<file path="src/rtl/tmcspi_pkg.sv">
// tmcspi scheduler shared types and datagram helpers.
// Datagram layout is {wr, addr[6:0], data[31:0]}.
package tmcspi_pkg;

  localparam int DGRAM_W = 40;
  localparam int ADDR_W  = 7;
  localparam int DATA_W  = 32;

  localparam int ST_HI = 39;
  localparam int ST_LO = 32;
  localparam int DT_HI = 31;
  localparam int DT_LO = 0;

  typedef enum logic [2:0] {
    IDLE,
    ISSUE,
    WAIT,
    GAP,
    COMPLETE
  } state_t;

  // Reads always carry a zero payload.
  function automatic logic [DGRAM_W-1:0] mk_dgram(
    input logic              wr,
    input logic [ADDR_W-1:0] addr,
    input logic [DATA_W-1:0] data
  );
    return {wr, addr, wr ? data : {DATA_W{1'b0}}};
  endfunction

endpackage

</file>
<file path="src/rtl/tmcspi_sched_if.sv">
// Host slot, poller outputs and SPI engine link of the scheduler.
// slave = scheduler side, master = host/engine side.
interface tmcspi_sched_if;
  import tmcspi_pkg::*;

  logic                host_req;
  logic                host_wr;
  logic [ADDR_W-1:0]   host_addr;
  logic [DATA_W-1:0]   host_wdata;
  logic                host_ack;
  logic [DATA_W-1:0]   host_rdata;
  logic [7:0]          host_status;
  logic                poll_en;
  logic                poll_valid;
  logic [DATA_W-1:0]   poll_data;
  logic [7:0]          poll_status;
  logic                spi_start;
  logic [DGRAM_W-1:0]  spi_tx;
  logic                spi_done;
  logic [DGRAM_W-1:0]  spi_rx;

  modport slave (
    input  host_req, host_wr, host_addr,
    input  host_wdata, poll_en,
    input  spi_done, spi_rx,
    output host_ack, host_rdata, host_status,
    output poll_valid, poll_data, poll_status,
    output spi_start, spi_tx
  );

  modport master (
    output host_req, host_wr, host_addr,
    output host_wdata, poll_en,
    output spi_done, spi_rx,
    input  host_ack, host_rdata, host_status,
    input  poll_valid, poll_data, poll_status,
    input  spi_start, spi_tx
  );

endinterface

</file>
<file path="src/rtl/tmcspi_poll_timer.sv">
// Poll period counter; raises poll_pend on terminal count.
// Terminal counts landing on a pending poll are dropped.
module tmcspi_poll_timer #(
  parameter int POLL_PERIOD = 1000
) (
  input  logic ACLK,
  input  logic ARESET,
  input  logic poll_en,
  input  logic clr_pend,
  output logic poll_pend
);

  localparam logic [15:0] TC = 16'(POLL_PERIOD - 1);

  logic [15:0] cnt;

  always_ff @(posedge ACLK or posedge ARESET) begin
    if (ARESET) begin
      cnt       <= '0;
      poll_pend <= 1'b0;
    end else if (!poll_en) begin
      cnt       <= '0;
      poll_pend <= 1'b0;
    end else begin
      cnt <= (cnt == TC) ? 16'd0 : cnt + 16'd1;
      if (clr_pend)
        poll_pend <= 1'b0;
      else if (cnt == TC)
        poll_pend <= 1'b1;
    end
  end

endmodule

</file>
<file path="src/rtl/tmcspi_sched.sv">
// Shares the SPI datagram engine between host slot and poller.
// Reads issue two datagrams to absorb the TMC5130 read pipeline.
module tmcspi_sched
  import tmcspi_pkg::*;
#(
  parameter int                POLL_PERIOD = 1000,
  parameter logic [ADDR_W-1:0] POLL_ADDR   = 7'h6F,
  parameter int                GAP_CYCLES  = 4
) (
  input logic           ACLK,
  input logic           ARESET,
  tmcspi_sched_if.slave bus
);

  localparam logic [15:0] GAP_LAST = 16'(GAP_CYCLES - 1);

  state_t              state;
  logic                phase;
  logic                last_host;
  logic                cur_host;
  logic                cur_wr;
  logic [ADDR_W-1:0]   cur_addr;
  logic [DATA_W-1:0]   cur_wdata;
  logic [15:0]         gcnt;
  logic [DGRAM_W-1:0]  rx_q;
  logic                start_q;
  logic [DGRAM_W-1:0]  tx_q;
  logic                ack_q;
  logic [DATA_W-1:0]   rdata_q;
  logic [7:0]          hstat_q;
  logic                pv_q;
  logic [DATA_W-1:0]   pdata_q;
  logic [7:0]          pstat_q;

  logic                poll_pend;
  logic                pick_host;
  logic                pick_poll;
  logic                g_wr;
  logic [ADDR_W-1:0]   g_addr;
  logic [DATA_W-1:0]   g_wdata;

  tmcspi_poll_timer #(
    .POLL_PERIOD (POLL_PERIOD)
  ) u_timer (
    .ACLK      (ACLK),
    .ARESET    (ARESET),
    .poll_en   (bus.poll_en),
    .clr_pend  (pick_poll),
    .poll_pend (poll_pend)
  );

  // On a tie the requester not served last wins.
  always_comb begin
    pick_host = 1'b0;
    pick_poll = 1'b0;
    if (state == IDLE) begin
      unique case (1'b1)
        bus.host_req && poll_pend: begin
          pick_host = !last_host;
          pick_poll = last_host;
        end
        bus.host_req && !poll_pend: pick_host = 1'b1;
        !bus.host_req && poll_pend: pick_poll = 1'b1;
        default: ;
      endcase
    end
  end

  always_comb begin
    g_wr    = pick_host & bus.host_wr;
    g_addr  = pick_host ? bus.host_addr : POLL_ADDR;
    g_wdata = pick_host ? bus.host_wdata : '0;
  end

  always_ff @(posedge ACLK or posedge ARESET) begin
    if (ARESET) begin
      state     <= IDLE;
      phase     <= 1'b0;
      last_host <= 1'b0;
      cur_host  <= 1'b0;
      cur_wr    <= 1'b0;
      cur_addr  <= '0;
      cur_wdata <= '0;
      gcnt      <= '0;
      rx_q      <= '0;
      start_q   <= 1'b0;
      tx_q      <= '0;
      ack_q     <= 1'b0;
      rdata_q   <= '0;
      hstat_q   <= '0;
      pv_q      <= 1'b0;
      pdata_q   <= '0;
      pstat_q   <= '0;
    end else begin
      unique case (state)
        IDLE: begin
          if (pick_host || pick_poll) begin
            cur_host  <= pick_host;
            last_host <= pick_host;
            cur_wr    <= g_wr;
            cur_addr  <= g_addr;
            cur_wdata <= g_wdata;
            start_q   <= 1'b1;
            tx_q      <= mk_dgram(g_wr, g_addr, g_wdata);
            state     <= ISSUE;
          end
        end
        ISSUE: begin
          start_q <= 1'b0;
          state   <= WAIT;
        end
        WAIT: begin
          if (bus.spi_done) begin
            rx_q  <= bus.spi_rx;
            gcnt  <= '0;
            state <= GAP;
          end
        end
        GAP: begin
          if (gcnt != GAP_LAST) begin
            gcnt <= gcnt + 16'd1;
          end else if (!cur_wr && !phase) begin
            // Second read datagram fetches the pipelined data.
            phase   <= 1'b1;
            start_q <= 1'b1;
            tx_q    <= mk_dgram(cur_wr, cur_addr, cur_wdata);
            state   <= ISSUE;
          end else begin
            state <= COMPLETE;
            if (cur_host) begin
              ack_q   <= 1'b1;
              rdata_q <= rx_q[DT_HI:DT_LO];
              hstat_q <= rx_q[ST_HI:ST_LO];
            end else begin
              pv_q    <= 1'b1;
              pdata_q <= rx_q[DT_HI:DT_LO];
              pstat_q <= rx_q[ST_HI:ST_LO];
            end
          end
        end
        COMPLETE: begin
          ack_q <= 1'b0;
          pv_q  <= 1'b0;
          phase <= 1'b0;
          state <= IDLE;
        end
        default: state <= IDLE;
      endcase
    end
  end

  assign bus.spi_start   = start_q;
  assign bus.spi_tx      = tx_q;
  assign bus.host_ack    = ack_q;
  assign bus.host_rdata  = rdata_q;
  assign bus.host_status = hstat_q;
  assign bus.poll_valid  = pv_q;
  assign bus.poll_data   = pdata_q;
  assign bus.poll_status = pstat_q;

endmodule

</file>
<file path="src/flat_wrapper.sv">
// flat-port wrapper written by rule: the top's interface ports become plain ports
module tmcspi_sched_flat import tmcspi_pkg::*;
#(
  parameter int                POLL_PERIOD = 1000,
  parameter logic [ADDR_W-1:0] POLL_ADDR   = 7'h6F,
  parameter int                GAP_CYCLES  = 4
)
  (ACLK, ARESET, bus_host_req, bus_host_wr, bus_host_addr, bus_host_wdata, bus_poll_en, bus_spi_done, bus_spi_rx, bus_host_ack, bus_host_rdata, bus_host_status, bus_poll_valid, bus_poll_data, bus_poll_status, bus_spi_start, bus_spi_tx);
  tmcspi_sched_if bus_i ();
  input logic ACLK;
  input logic ARESET;
  input wire logic [$bits(bus_i.host_req)-1:0] bus_host_req;
  input wire logic [$bits(bus_i.host_wr)-1:0] bus_host_wr;
  input wire logic [$bits(bus_i.host_addr)-1:0] bus_host_addr;
  input wire logic [$bits(bus_i.host_wdata)-1:0] bus_host_wdata;
  input wire logic [$bits(bus_i.poll_en)-1:0] bus_poll_en;
  input wire logic [$bits(bus_i.spi_done)-1:0] bus_spi_done;
  input wire logic [$bits(bus_i.spi_rx)-1:0] bus_spi_rx;
  output wire logic [$bits(bus_i.host_ack)-1:0] bus_host_ack;
  output wire logic [$bits(bus_i.host_rdata)-1:0] bus_host_rdata;
  output wire logic [$bits(bus_i.host_status)-1:0] bus_host_status;
  output wire logic [$bits(bus_i.poll_valid)-1:0] bus_poll_valid;
  output wire logic [$bits(bus_i.poll_data)-1:0] bus_poll_data;
  output wire logic [$bits(bus_i.poll_status)-1:0] bus_poll_status;
  output wire logic [$bits(bus_i.spi_start)-1:0] bus_spi_start;
  output wire logic [$bits(bus_i.spi_tx)-1:0] bus_spi_tx;
  assign bus_i.host_req = bus_host_req;
  assign bus_i.host_wr = bus_host_wr;
  assign bus_i.host_addr = bus_host_addr;
  assign bus_i.host_wdata = bus_host_wdata;
  assign bus_i.poll_en = bus_poll_en;
  assign bus_i.spi_done = bus_spi_done;
  assign bus_i.spi_rx = bus_spi_rx;
  assign bus_host_ack = bus_i.host_ack;
  assign bus_host_rdata = bus_i.host_rdata;
  assign bus_host_status = bus_i.host_status;
  assign bus_poll_valid = bus_i.poll_valid;
  assign bus_poll_data = bus_i.poll_data;
  assign bus_poll_status = bus_i.poll_status;
  assign bus_spi_start = bus_i.spi_start;
  assign bus_spi_tx = bus_i.spi_tx;
  tmcspi_sched #(.POLL_PERIOD(POLL_PERIOD), .POLL_ADDR(POLL_ADDR), .GAP_CYCLES(GAP_CYCLES)) u_core (.ACLK(ACLK), .ARESET(ARESET), .bus(bus_i));
endmodule
</file>
<file path="config.mk">
export PLATFORM = sky130hd
export DESIGN_NAME = tmcspi_sched_flat
export DESIGN_NICKNAME = d
export VERILOG_FILES = /design/src/rtl/tmcspi_pkg.sv /design/src/rtl/tmcspi_sched_if.sv /design/src/rtl/tmcspi_poll_timer.sv /design/src/rtl/tmcspi_sched.sv /design/src/flat_wrapper.sv
export SDC_FILE = /design/constraint.sdc
export NUM_CORES = 1
export LEC_CHECK = 0
export CORE_UTILIZATION = 34
export CTS_CLUSTER_DIAMETER = 120
export DETAILED_ROUTE_END_ITERATION = 7
export PLACE_DENSITY_LB_ADDON = 0.1
export SLEW_MARGIN = 20
export SYNTH_ARGS = -nofsm -noshare
export SYNTH_HDL_FRONTEND = slang
export SYNTH_HIERARCHICAL = 1
export SYNTH_SLANG_ARGS = --single-unit
</file>
<file path="constraint.sdc">
create_clock -name ACLK -period 8.5 [get_ports ACLK]
set_clock_uncertainty 0.1 [all_clocks]
set_input_delay 1.7 -clock ACLK [delete_from_list [all_inputs] [get_ports ACLK]]
set_output_delay 1.7 -clock ACLK [all_outputs]
set_load 0.02 [all_outputs]
</file>
==> run summary <==
The flow ran to the end, and the final reports show no timing, DRC or antenna violations. dfrtp_1 takes more of the synthesized area than any other cell. The async set-reset flop share out of synthesis was 1.00.

The number of synthesized register bits was 209; the count of cell types in the netlist was 50. The area share of and/or/nand/nor cells after synthesis is 0.0843. The overall power is 3850 uW, and the die extent in x is 161 um.

The final layout contains routed wiring with a total length of 20.3 mm. TritonCTS built the clock tree. The total overflow left after global routing is 0. After detailed routing, the number of remaining DRC violations is 0.

For this design the static power due to leakage is 0.00527 uW. The commonest cells after synthesis are dfrtp_1, mux2_2, mux2_4, a22o_1, nor2_1. The tools report the final setup TNS as 0 ns.

Summed over all nets, the half-perimeter wirelength after detailed placement is 13.1 mm. The logs give 274 for the first-iteration detailed-routing DRC count and 1 for the H-tree level count. On the critical path the largest part of the delay comes from buffers and inverters. The worst setup path is captured at an output port. IR analysis of the VDD net gives a maximum drop of 0.164 mV. Buffers inserted during post-CTS setup optimization: 0. The post-synthesis area per instance is 14.0 um^2. The starting utilization of the core area was 0.350; the multiplexer area fraction after synthesis was 0.190.

The maximum fanout count along the critical path came out at 2. For hold timing, the worst endpoint is u_core/bus.spi_tx[39]. The worst setup slack for register-to-register paths is 5.78 ns, and the depth of the worst register-to-register path is 5. The relative slew slack was 0.413. At the pin with the least slew margin, the transition time is 0.881 ns. The instance count along the most critical hold path works out to 1. The layout has 2,180 filler cells.

The largest single stage delay on the critical path is 0.67 ns. For this design, the slowest cell found on the critical path is clkdlybuf4s50_1. Die outline height: 161 um. The logs give 24 for the total CTS buffers and 0 for the final antenna-violating net count.

Clock-pin slew on the worst setup and hold paths: 0.06 ns. The logs give 0.0260 mm^2 for the full die area and 139 for the largest net degree at the start of global routing. The number of nets in the synthesized netlist is 700.

The run gives 0.608 as the post-synthesis sequential area ratio. Setup repair after global routing left no endpoint under its margin. The first-pass GRT wire length is 33.1 mm, and the required time at the worst-slack endpoint is 6.70 ns. The fraction of final layout cells with drive strength greater than 1 is 0.212. Cell with the most instances after synthesis: dfrtp_1. After synthesis, the largest family of logic cells by area is multiplexers. The tools report the count of max-cap constraint violations as 0. Once layout is done, the placed cells without fillers occupy 0.0117 mm^2. The path category of the worst min-delay check is reg2reg.

Yosys printed 6 warnings. The per-cell via count in the routed design came out at 4.90. The placeable core region was 0.0246 mm^2; the number of flops mapped to enable cells by yosys was 0. After detailed routing, the average wire length per cell comes to 17.5 um. The startpoint of the tightest hold check path is u_core/bus.spi_tx[39].

For the maximum number of buffers from clock root to sink, the log shows 3. The parity-gate share of the synthesized area counting xor and xnor cells is 0.0183. The logs give 0.00861 mm^2 for the area of the mapped netlist and 0 for the total inserted antenna cells. The number of buffer and inverter instances along the worst setup path is 1, and the complex-gate fraction of the synthesized area is 0.0666.

The number of global-route vias before repair was 6,031; the latest clock arrival within the worst-skew pair was 0.51 ns. Among all flip-flop cells after synthesis, the most frequent one is dfrtp_1. STA classifies the critical path startpoint as a flop.

The fraction of synthesized cell area taken by the top area cell type is 0.608, and the fmax is 0.300 GHz. Counting I/O delays and the setup requirement, the final critical path takes 3.34 ns. Clock tree root driver cell: clkbuf_16. In the post-synthesis netlist, the biggest area contributors are dfrtp_1, mux2_2, mux2_4. The count of buffers added on input and output ports is 207.

The period utilization was 0.393; the combined global-route utilization of all metal layers was 0.159. The logs give 0 for the final number of setup-violating endpoints and 0 for the final number of max-transition violations. For the arrival time of data at the critical path endpoint, the log shows 1.54 ns. CTS saw 209 sinks. Start of the worst register-to-register path: u_core/state[0]. The number of buffers inserted for hold repair after clock tree synthesis is 0.

Area added between synthesis and finish: 36.4%. The power per unit of standard cell area is 328 mW/mm^2. Traced cell by cell, the critical path runs through clkdlybuf4s50_1. 208 I/O pins were placed. After clock tree synthesis, the repair step resized 0 gates.

In this run the critical register-to-register path is captured at u_core/bus.host_rdata[31]. The tools report the number of placement rows as 57. Startpoint-to-endpoint class of the critical path: reg2out. Synthesis handed over a netlist of 613 instances. The adder and majority gate portion of the synthesized area is 0.00291, and the via count of the routed design is 5,684. Routability-driven placement finished with a final weighted congestion of 0.808.

The hold violation count in the final report was 0; the number of detailed-route iterations in the first pass was 4. After detailed placement, the total cell area comes to 0.0110 mm^2. The number of antenna violations at the first check in global routing is 1.

In the final design database the tool counted 906 nets.
-- where the power goes --
group / total, uW / switching, uW / internal (uW) / leakage [uW]
logic: 1330 / 586 / 742 / 0.00222
registers: 1540 / 218 / 1320 / 0.00268
clock network: 986 / 398 / 588 / 0.000369
total: 3850 / 1200 / 2650 / 0.00527
-- cells by family after synthesis --
group                    Yosys count
multiplexers                     133
adder cells (fa/ha/maj)            2
flip-flops                       209
AO/OA/AOI/OAI                     74
buffers and inverters             52
AND/OR/NAND/NOR                  125
XOR/XNOR                          18
-- cells in the final DEF, fill, tap and decap left out, types with 14 or more instances in the layout --
cell and instances:
a22o_1 37, clkbuf_16 24, clkdlybuf4s50_1 207, dfrtp_1 209, inv_1 17, mux2_2 83
mux2_4 39, nand2_1 15, nor2_1 33, xnor2_1 14
-- how the worst max path moves through the flow --
| stage | startpoint | endpoint | slack (ns) | depth (start not counted) |
|---|---|---|---|---|
| 2_1_floorplan | ARESET | u_core/bus.host_ack | 1.47 | 1 |
| 3_3_place_gp | ARESET | u_core/bus.poll_data[16] | 4.68 | 3 |
| 3_5_place_dp | bus_host_req | u_core/bus.spi_tx[12] | 4.58 | 4 |
| 4_1_cts | bus_host_req | u_core/bus.spi_tx[12] | 5.10 | 4 |
| 5_1_grt | ARESET | u_core/bus.poll_data[12] | 5.01 | 4 |
| 6_report | u_core/bus.host_ack | bus_host_ack | 5.16 | 1 |
-- cell type report --
| cell class | instances | area, um^2 | area share |
|---|---|---|---|
| clock inverter | 5 | 61.3 | 0.00522 |
| timing repair buffer | 214 | 2140 | 0.183 |
| multi-input combinational | 352 | 3130 | 0.267 |
| tap | 324 | 405 | 0.0345 |
| clock buffer | 38 | 693 | 0.0590 |
| sequential | 209 | 5230 | 0.445 |
| inverter | 18 | 75.1 | 0.00639 |
-- metal layers --
metal	GRT usage	wire length, um	vias to the layer above
met5	0	8	-
met4	0.0425	485	2
met3	0.0555	1660	34
met2	0.251	9220	172
met1	0.208	8890	2866
li1	-	-	2610
-- sequential cells by signal, indices dropped and copies added, names as in the netlist --
register,flops
u_core/bus.host_ack,1
u_core/bus.host_rdata,32
u_core/bus.host_status,8
u_core/bus.poll_data,32
u_core/bus.poll_status,8
u_core/bus.poll_valid,1
u_core/bus.spi_start,1
u_core/bus.spi_tx,40
u_core/cur_addr,7
u_core/cur_host,1
u_core/cur_wr,1
u_core/gcnt,16
u_core/phase,1
u_core/rx_q,40
u_core/state,3
u_core/u_timer/cnt,16
u_core/u_timer/poll_pend,1
-- worst register-to-register path, delay by kind of cell (launching register included) --
family | cells | cell delay [ns]
and+or+nand+nor | 3 | 1.01
DFF | 1 | 0.63
muxes | 1 | 0.46
buffers and inverters | 1 | 0.40
-- through the flow --
stage / setup WS (ns) / cells / utilization / hold slack (ns)
global route: 5.01 / 1160 / 0.477 / 0.415
finish: 5.16 / 1160 / 0.477 / 0.391
floorplan: 1.47 / 613 / - / 0.350
CTS: 5.10 / 1159 / 0.476 / 0.394
detailed placement: 4.58 / 1116 / 0.445 / 0.378
global placement: 4.68 / 1116 / 0.445 / 0.366
No activity file was read; power rests on OpenSTA's default activity.
